`config.mk`:
```
export PLATFORM = sky130hd
export DESIGN_NAME = stage_if
export DESIGN_NICKNAME = d
export VERILOG_FILES = /design/src/rtl/rvcpu_pkg.sv /design/src/rtl/fetch_queue.sv /design/src/rtl/stage_if.sv
export SDC_FILE = /design/constraint.sdc
export NUM_CORES = 1
export LEC_CHECK = 0
export BUFFER_PORTS_ARGS = -buffer_cell sky130_fd_sc_hd__buf_2
export CORE_AREA = 2 2 159 192
export CTS_BUF_LIST = sky130_fd_sc_hd__clkbuf_4 sky130_fd_sc_hd__clkbuf_8
export CTS_CLUSTER_DIAMETER = 100
export DETAILED_ROUTE_END_ITERATION = 8
export DIE_AREA = 0 0 161 194
export PLACE_DENSITY = 0.78
export SLEW_MARGIN = 10
export SYNTH_ARGS = -nofsm -noshare
export SYNTH_HDL_FRONTEND = slang
export SYNTH_HIERARCHICAL = 1
export SYNTH_SLANG_ARGS = --single-unit
```
`constraint.sdc`:
```
create_clock -name clk -period 2.62 [get_ports clk]
set_input_delay 0.786 -clock clk [delete_from_list [all_inputs] [get_ports clk]]
set_output_delay 0.786 -clock clk [all_outputs]
set_load 0.05 [all_outputs]
```
`src/rtl/rvcpu_pkg.sv`:
```
// Shared RV CPU types used by the fetch stage and its queue.
package rvcpu;

   typedef logic [31:0] pc_t;
   typedef logic [31:0] opcode_t;

   typedef struct packed {
      pc_t     pc;
      opcode_t opcode;
      logic    fault;
   } stage_if_t;

   localparam opcode_t NopOpcode = 32'h0000_0013;

   localparam int unsigned IfQueueDepth   = 3;
   localparam int unsigned IfMaxInflight  = 2;

   function automatic pc_t align_pc(input pc_t pc);
      return pc & ~pc_t'(3);
   endfunction

   function automatic logic [1:0] wrap3_inc(input logic [1:0] ptr);
      return (ptr == 2'd2) ? 2'd0 : ptr + 2'd1;
   endfunction

endpackage

```
`src/rtl/fetch_queue.sv`:
```
// Three-entry in-order word queue between instruction memory and decode.
module fetch_queue
   import rvcpu::*;
(
   input  logic       clk,
   input  logic       rst,
   input  logic       flush,
   input  logic       push,
   input  stage_if_t  push_data,
   input  logic       pop,
   output stage_if_t  head,
   output logic       full,
   output logic       empty,
   output logic [1:0] count
);

   stage_if_t  mem_q [IfQueueDepth];
   stage_if_t  mem_d [IfQueueDepth];
   logic [1:0] rd_ptr_q, rd_ptr_d;
   logic [1:0] wr_ptr_q, wr_ptr_d;
   logic [1:0] cnt_q, cnt_d;
   logic       do_push, do_pop;

   assign full  = (cnt_q == 2'd3);
   assign empty = (cnt_q == 2'd0);
   assign count = cnt_q;
   assign head  = mem_q[rd_ptr_q];

   always_comb begin
      do_push  = push && !full;
      do_pop   = pop && !empty;
      mem_d    = mem_q;
      rd_ptr_d = rd_ptr_q;
      wr_ptr_d = wr_ptr_q;
      cnt_d    = cnt_q;
      if (flush) begin
         rd_ptr_d = '0;
         wr_ptr_d = '0;
         cnt_d    = '0;
      end else begin
         if (do_push) begin
            mem_d[wr_ptr_q] = push_data;
            wr_ptr_d        = wrap3_inc(wr_ptr_q);
         end
         if (do_pop) begin
            rd_ptr_d = wrap3_inc(rd_ptr_q);
         end
         case ({do_push, do_pop})
            2'b10:   cnt_d = cnt_q + 2'd1;
            2'b01:   cnt_d = cnt_q - 2'd1;
            default: cnt_d = cnt_q;
         endcase
      end
   end

   always_ff @(posedge clk) begin
      if (rst) begin
         for (int unsigned i = 0; i < IfQueueDepth; i++) begin
            mem_q[i] <= '0;
         end
         rd_ptr_q <= '0;
         wr_ptr_q <= '0;
         cnt_q    <= '0;
      end else begin
         mem_q    <= mem_d;
         rd_ptr_q <= rd_ptr_d;
         wr_ptr_q <= wr_ptr_d;
         cnt_q    <= cnt_d;
      end
   end

endmodule

```
`src/rtl/stage_if.sv`:
```
// Instruction fetch stage: issues sequential fetches, tracks up to two in
// flight by epoch, and buffers returned words for decode.
module stage_if
   import rvcpu::*;
#(
   parameter pc_t ResetPC = 32'h8000_0000
) (
   input  logic      clk,
   input  logic      rst,
   output logic      imem_req_valid,
   input  logic      imem_req_ready,
   output pc_t       imem_req_addr,
   input  logic      imem_rsp_valid,
   input  opcode_t   imem_rsp_data,
   input  logic      imem_rsp_err,
   input  logic      redirect_valid,
   input  pc_t       redirect_pc,
   input  logic      stall,
   output logic      out_valid,
   output stage_if_t out
);

   pc_t        pc_q, pc_d;
   logic       epoch_q, epoch_d;

   pc_t        trk_pc_q [IfMaxInflight];
   pc_t        trk_pc_d [IfMaxInflight];
   logic       trk_ep_q [IfMaxInflight];
   logic       trk_ep_d [IfMaxInflight];
   logic       trk_wr_q, trk_wr_d;
   logic       trk_rd_q, trk_rd_d;
   logic [1:0] trk_cnt_q, trk_cnt_d;

   logic       req_fire;
   logic       rsp_take;
   logic       rsp_live;
   logic [2:0] occupancy;
   stage_if_t  push_data;
   stage_if_t  q_head;
   logic       q_full, q_empty;
   logic [1:0] q_cnt;
   logic       q_pop;

   always_comb begin
      occupancy      = {1'b0, trk_cnt_q} + {1'b0, q_cnt};
      imem_req_valid = !rst && !redirect_valid && !q_full
                       && (trk_cnt_q < 2'd2) && (occupancy < 3'd3);
      imem_req_addr  = pc_q;
      req_fire       = imem_req_valid && imem_req_ready;

      // Any response frees a tracker slot; only current-epoch ones are kept.
      rsp_take = !rst && imem_rsp_valid && (trk_cnt_q != 2'd0);
      rsp_live = rsp_take && !redirect_valid && (trk_ep_q[trk_rd_q] == epoch_q);

      push_data.pc     = trk_pc_q[trk_rd_q];
      push_data.fault  = imem_rsp_err;
      push_data.opcode = imem_rsp_err ? NopOpcode : imem_rsp_data;

      out_valid = !rst && !redirect_valid && !q_empty;
      out       = rst ? '0 : q_head;
      q_pop     = out_valid && !stall;
   end

   always_comb begin
      pc_d      = pc_q;
      epoch_d   = epoch_q;
      trk_pc_d  = trk_pc_q;
      trk_ep_d  = trk_ep_q;
      trk_wr_d  = trk_wr_q;
      trk_rd_d  = trk_rd_q;
      trk_cnt_d = trk_cnt_q;

      if (redirect_valid) begin
         pc_d    = align_pc(redirect_pc);
         epoch_d = !epoch_q;
      end else if (req_fire) begin
         pc_d = pc_q + 32'd4;
      end

      if (req_fire) begin
         trk_pc_d[trk_wr_q] = pc_q;
         trk_ep_d[trk_wr_q] = epoch_q;
         trk_wr_d           = !trk_wr_q;
      end
      if (rsp_take) begin
         trk_rd_d = !trk_rd_q;
      end
      case ({req_fire, rsp_take})
         2'b10:   trk_cnt_d = trk_cnt_q + 2'd1;
         2'b01:   trk_cnt_d = trk_cnt_q - 2'd1;
         default: trk_cnt_d = trk_cnt_q;
      endcase
   end

   always_ff @(posedge clk) begin
      if (rst) begin
         pc_q      <= align_pc(ResetPC);
         epoch_q   <= 1'b0;
         for (int unsigned i = 0; i < IfMaxInflight; i++) begin
            trk_pc_q[i] <= '0;
            trk_ep_q[i] <= 1'b0;
         end
         trk_wr_q  <= 1'b0;
         trk_rd_q  <= 1'b0;
         trk_cnt_q <= '0;
      end else begin
         pc_q      <= pc_d;
         epoch_q   <= epoch_d;
         trk_pc_q  <= trk_pc_d;
         trk_ep_q  <= trk_ep_d;
         trk_wr_q  <= trk_wr_d;
         trk_rd_q  <= trk_rd_d;
         trk_cnt_q <= trk_cnt_d;
      end
   end

   fetch_queue u_fetch_queue (
      .clk       (clk),
      .rst       (rst),
      .flush     (redirect_valid),
      .push      (rsp_live),
      .push_data (push_data),
      .pop       (q_pop),
      .head      (q_head),
      .full      (q_full),
      .empty     (q_empty),
      .count     (q_cnt)
   );

endmodule

```
== After elaboration in Yosys (flattened, before gate mapping) ==
Index checks and enable logic that the tools add are counted.

* Add/subtract/negate cells: 8
* $lt $le $gt $ge: 8
* Equal/unequal tests: 8
* Mux-type cells: 26
* Bitwise logic cells: 5
* Reduce and logical (&&, ||, !) cells: 30

{| class="wikitable"
|+ Operator list
! cell !! count
|-
| 2-to-1 mux 65 bit || 4
|-
| 2-to-1 mux 32 bit || 7
|-
| bitwise mux 195 bit || 1
|-
| binary-select mux 65 bit (select 2 bit) || 1
|-
| demux 65 bit (select 2 bit) || 1
|-
| bitwise mux 64 bit || 1
|-
| adder 32 x 3 -> 32 bit (second input constant) || 1
|-
| demux 32 bit (select 1 bit) || 1
|-
| logical AND 1 bit || 15
|-
| equality test 2 bit (second input constant) || 5
|-
| adder 2 x 1 -> 2 bit (second input constant) || 4
|-
| zero test 1 bit || 8
|-
| case mux 2 bit (2 select lines) || 2
|-
| nonzero test 2 bit || 4
|-
| greater-or-equal comparator 3 bit (second input constant) || 2
|-
| NOT 2 -> 3 bit || 2
|-
| equality test 2 x 1 -> 1 bit (second input constant) || 2
|-
| greater-or-equal comparator 2 bit (second input constant) || 2
|-
| 2-to-1 mux 1 bit || 4
|-
| 2-to-1 mux 2 bit || 2
|-
| NOT 1 -> 2 bit || 2
|-
| subtractor 2 x 1 -> 2 bit (second input constant) || 2
|-
| adder 2 x 2 -> 3 bit || 1
|-
| less-than comparator 3 x 1 -> 1 bit (second input constant) || 1
|-
| 10 further kinds || 10
|}

* Flip-flop bits (word level): 304
* Input port bits: 71
* Output and inout port bits: 99

== Logic depth before layout (Yosys ltp) ==
* Word-level depth: 9
* Depth in mapped cells: 10
* Depth with buffers taken out: 9

== Modules after synthesis ==
Netlist, hierarchy kept.

{| class="wikitable"
|+ Modules (own cells, without submodules)
! module !! instances !! cells an instance !! area an instance (um^2) !! seq. area each (um^2)
|-
| fetch_queue || 1 || 960 || 9441.6 || 4023.9
|-
| stage_if || 1 || 700 || 5291.3 || 1941.9
|}

== Worst setup path after synthesis ==
OpenSTA, ideal clock, no wires.

* Path kind: register -> output
* From: reg u_fetch_queue.cnt_q[0], in the netlist u_fetch_queue/count[0]
* To: out imem_req_valid
* Arrival: 2886 ps
* Setup slack: -1052 ps
* Cell stages (with the launch flop): 5
* Buffers on the path: 0
* Cells stage by stage: dfxtp_1 -> ha_1 -> fa_1 -> a211o_1 -> nor4_1

* Cells in the longest elaborated chain, start to end: 5
* Elaborated cells between the ends (all ways): 7

{| class="wikitable"
|+ RTL lines
! item !! RTL line !! source
|-
| from (decl) || fetch_queue.sv:21 || <nowiki>logic [1:0] cnt_q, cnt_d;</nowiki>
|-
| from (signal assigned) || fetch_queue.sv:68 || <nowiki>cnt_q <= cnt_d;</nowiki>
|-
| branches (longest 4 deep; another with adder 2 x 2 -> 3 bit) || n/a ||
|-
| logical AND 1 bit (*) || stage_if.sv:47 || <nowiki>&& (trk_cnt_q < 2'd2) && (occupancy < 3'd3);</nowiki>
|-
| to (decl) || stage_if.sv:10 || <nowiki>output logic imem_req_valid,</nowiki>
|}

Mark *: on every way between the ends.

== Worst setup path after layout ==
* From: reg trk_cnt_q[0]
* To: out imem_req_valid

* Cells in the longest elaborated chain, start to end: 3
* Elaborated cells between the ends (all ways): 5

{| class="wikitable"
|+ RTL lines
! item !! RTL line !! source
|-
| from (decl) || stage_if.sv:32 || <nowiki>logic [1:0] trk_cnt_q, trk_cnt_d;</nowiki>
|-
| from (signal assigned) || stage_if.sv:113 || <nowiki>trk_cnt_q <= trk_cnt_d;</nowiki>
|-
| adder 2 x 2 -> 3 bit / less-than comparator 2 bit (equally long branches) || stage_if.sv:45, stage_if.sv:47 ||
|-
| less-than comparator 3 x 2 -> 1 bit / logical AND 1 bit (equally long branches) || stage_if.sv:47 ||
|-
| logical AND 1 bit (*) || stage_if.sv:47 ||
|}

Mark *: on every way between the ends. The rest lies on a longest branch, timed or not.

==> impl_metrics.env <==
export IMPL_outcome="finished, violations left"
export IMPL_violations="setup timing"
export IMPL_start_kind="flip-flop"
export IMPL_whs_endpoint="imem_req_addr[31]"
export IMPL_numCtsBuffers=49
export IMPL_layout_cells_most_common="dfxtp_1"
export IMPL_maxCapViolations=0
export IMPL_hold_slack_ns=0.448
export IMPL_netlist_instances=1660
export IMPL_drv_slew=0
export IMPL_clkTransAtPathRegs_ns=0.06
export IMPL_via_per_inst=5.55
export IMPL_final_antenna_net_count=0
export IMPL_r2r_start="trk_cnt_q[0]"
export IMPL_worst_skew_pair_late_latency_ns=0.58
export IMPL_endpoint_kind="primary output"
export IMPL_dieArea_um2=31200
export IMPL_grtUsageTotal_pct=24.5
export IMPL_fin_util_pct=68.3
export IMPL_syn_avg_cell_area_um2=8.88
export IMPL_postPlaceCellArea_um2=16200
export IMPL_skew_ns=0.0180
export IMPL_slew_headroom_pct=55.3
export IMPL_cts_tree="yes"
export IMPL_drtIter0Drc=837
export IMPL_antenna_cells=0
export IMPL_ys_ff_latch=298
export IMPL_postCtsHoldBufs=0
export IMPL_ys_types=60
export IMPL_min_path_type="primary input to flip-flop"
export IMPL_layout_setup_ws_ns=-0.422
export IMPL_criticalPathCategory="flip-flop to primary output"
export IMPL_min_delay_path_depth=3
export IMPL_die_w_um=161
export IMPL_p_per_area_nw_per_um2=484
export IMPL_rsz0062_at_grt="yes"
export IMPL_vias=12700
export IMPL_core_um2=29400
export IMPL_cts_sinks=298
export IMPL_drive_gt1_share_pct=34.6
export IMPL_fmax_ghz=0.329
export IMPL_leakagePower_nw=8.61
export IMPL_io_pins=170
export IMPL_drt_pass1_iterations=5
export IMPL_grt_pass1_wl_mm=63.7
export IMPL_dpl_hpwl_mm=22.4
export IMPL_peakVddDrop_v=0.000431
export IMPL_syn_to_final_growth_pct=36.0
export IMPL_r2r_slack_ns=-0.05
export IMPL_fin_setup_tns_ns=-12.52
export IMPL_nNetsFinal=1941
export IMPL_syn_area_um2=14700
export IMPL_row_count=69
export IMPL_required_ns=1.83
export IMPL_antenna_found_initial=0
export IMPL_gr_total_overflow=0
export IMPL_period_minus_slack_ns=3.04
export IMPL_cp_max_fo=2
export IMPL_worst_ep_arrival_time_ns=2.26
export IMPL_wire_per_inst_um=18.4
export IMPL_min_period_over_period_pct=116
export IMPL_die_height_um=194
export IMPL_io_buffers=165
export IMPL_drc=0
export IMPL_layout_common_cells="294 x dfxtp_1, 260 x nand2b_1, 257 x mux2i_1"
export IMPL_grt_pass1_vias=12400
export IMPL_ys_flop_type="dfxtp_1"
export IMPL_async_flop_share_pct=0
export IMPL_hp_start="redirect_pc[31]"
export IMPL_initial_core_util_pct=50.2
export IMPL_globalplace_congestion=0.865
export IMPL_tightest_slew_ns=0.670
export IMPL_design_area_um2=20000
export IMPL_yosys_warnings=6
export IMPL_htree_levels=2
export IMPL_final_hold_viol_count=0
export IMPL_grt_start_max_net_pins=95
export IMPL_reg2reg_depth=11
export IMPL_setup_viol_count_final=78
export IMPL_cts_root_buffer="clkbuf_8"
export IMPL_synth_seq_area_share_pct=40.5
export IMPL_wl_mm=42.2
export IMPL_clk_path_buf_depth=3
export IMPL_synth_edf_count=0
export IMPL_rr_endpoint="trk_pc_q[35]"
per-stage QoR:
step	cells	power [mW]	worst slack, ns
floorplan	1663	5.20	-0.0792
detailed placement	2142	5.42	0.0225
global placement	2142	5.41	0.0491
CTS	2269	9.66	-0.494
global route	2293	10.0	-0.470
finish	2293	9.70	-0.422
report_power, final:
part | switching, mW | internal, mW | total [mW]
sequential | 0.0825 | 4.58 | 4.66
combinational | 0.459 | 0.303 | 0.762
clock | 1.89 | 2.39 | 4.28
total | 2.44 | 7.27 | 9.70
cell families (layout without fill, tap and decap cells):
kind of cell,count (synthesis),in the layout,share of synthesized area [%]
AO/OA/AOI/OAI,202,202,7.59
XOR/XNOR,10,10,0.595
adder cells (fa/ha/maj),5,5,0.476
buffers and inverters,147,387,4.78
flip-flops,298,298,40.5
multiplexers,296,296,20.4
other,1,4,0.0255
AND/OR/NAND/NOR,701,701,25.7
flip-flops by register name, summed over array words and instances (netlist names):
name	flops
u_fetch_queue/mem_q	195
trk_pc_q	60
imem_req_addr	30
trk_cnt_q	2
trk_ep_q	2
u_fetch_queue/count	2
u_fetch_queue/rd_ptr_q	2
u_fetch_queue/wr_ptr_q	2
epoch_q	1
trk_rd_q	1
trk_wr_q	1
worst max-delay path by stage:
stage,endpoint,from,cells after the start
floorplan,imem_req_valid,u_fetch_queue/count[0],4
global placement,imem_req_valid,trk_cnt_q[0],5
detailed placement,trk_pc_q[42],trk_cnt_q[0],11
CTS,imem_req_valid,trk_cnt_q[0],5
global route,imem_req_valid,trk_cnt_q[0],5
finish,imem_req_valid,trk_cnt_q[0],5
area by class of cell:
cell class / count / area (um^2)
multi-input combinational: 1218 / 9430
sequential: 298 / 5980
clock inverter: 14 / 101
fill: 2094 / 9310
tap: 390 / 488
timing repair buffer: 288 / 3060
inverter: 10 / 42.5
clock buffer: 75 / 938
per-layer routing:
layer / up-vias / GRT usage, % / wire, um
li1: 6039 / - / -
met1: 6161 / 31.8 / 18100
met2: 422 / 42.9 / 21100
met3: 94 / 2.82 / 1930
met4: 0 / 7.01 / 1110
met5: - / 0 / 0
synth_stat cells, types with 2 or more instances:
cell | count | area, um^2
o22ai_1 | 4 | 25.0
nand3b_1 | 3 | 22.5
xnor2_1 | 3 | 26.3
nand2b_1 | 260 | 1630
xor2_1 | 7 | 61.3
o311ai_0 | 3 | 26.3
a211oi_1 | 4 | 30.0
nor2_1 | 38 | 143
nand4b_1 | 2 | 17.5
o21ai_0 | 78 | 390
buf_6 | 10 | 113
buf_1 | 3 | 11.3
inv_1 | 8 | 30.0
nand2_1 | 219 | 822
o211ai_1 | 6 | 45.0
and3_1 | 8 | 50.1
nor4_2 | 2 | 25.0
nand4_1 | 14 | 87.6
nor2b_1 | 96 | 601
or2_2 | 5 | 31.3
dfxtp_1 | 298 | 5970
buf_2 | 29 | 145
buf_4 | 11 | 82.6
clkbuf_1 | 84 | 315
ha_1 | 4 | 50.1
a31oi_1 | 12 | 75.1
mux2_2 | 30 | 338
or4_1 | 3 | 22.5
and4_1 | 2 | 17.5
nor4_1 | 7 | 43.8
nand3_1 | 18 | 90.1
a21oi_1 | 82 | 410
or3_1 | 9 | 56.3
nor3_1 | 5 | 25.0
a221oi_1 | 3 | 26.3
mux2i_1 | 266 | 2660
timing repair:
action,in CTS,in global routing
cloned,11,7
pin swaps,46,38
resized for setup,372,229
setup buffers,28,20
endpoints found under the setup margin,66,109
worst max-delay path, cell delays in order, from the launching register on:
cell and delay [ns]:
dfxtp_2 0.35, ha_4 0.13, fa_2 0.44, a211o_4 0.36, nor4_4 0.20, buf_6 0.21
Power figures use the tool's default switching activity.
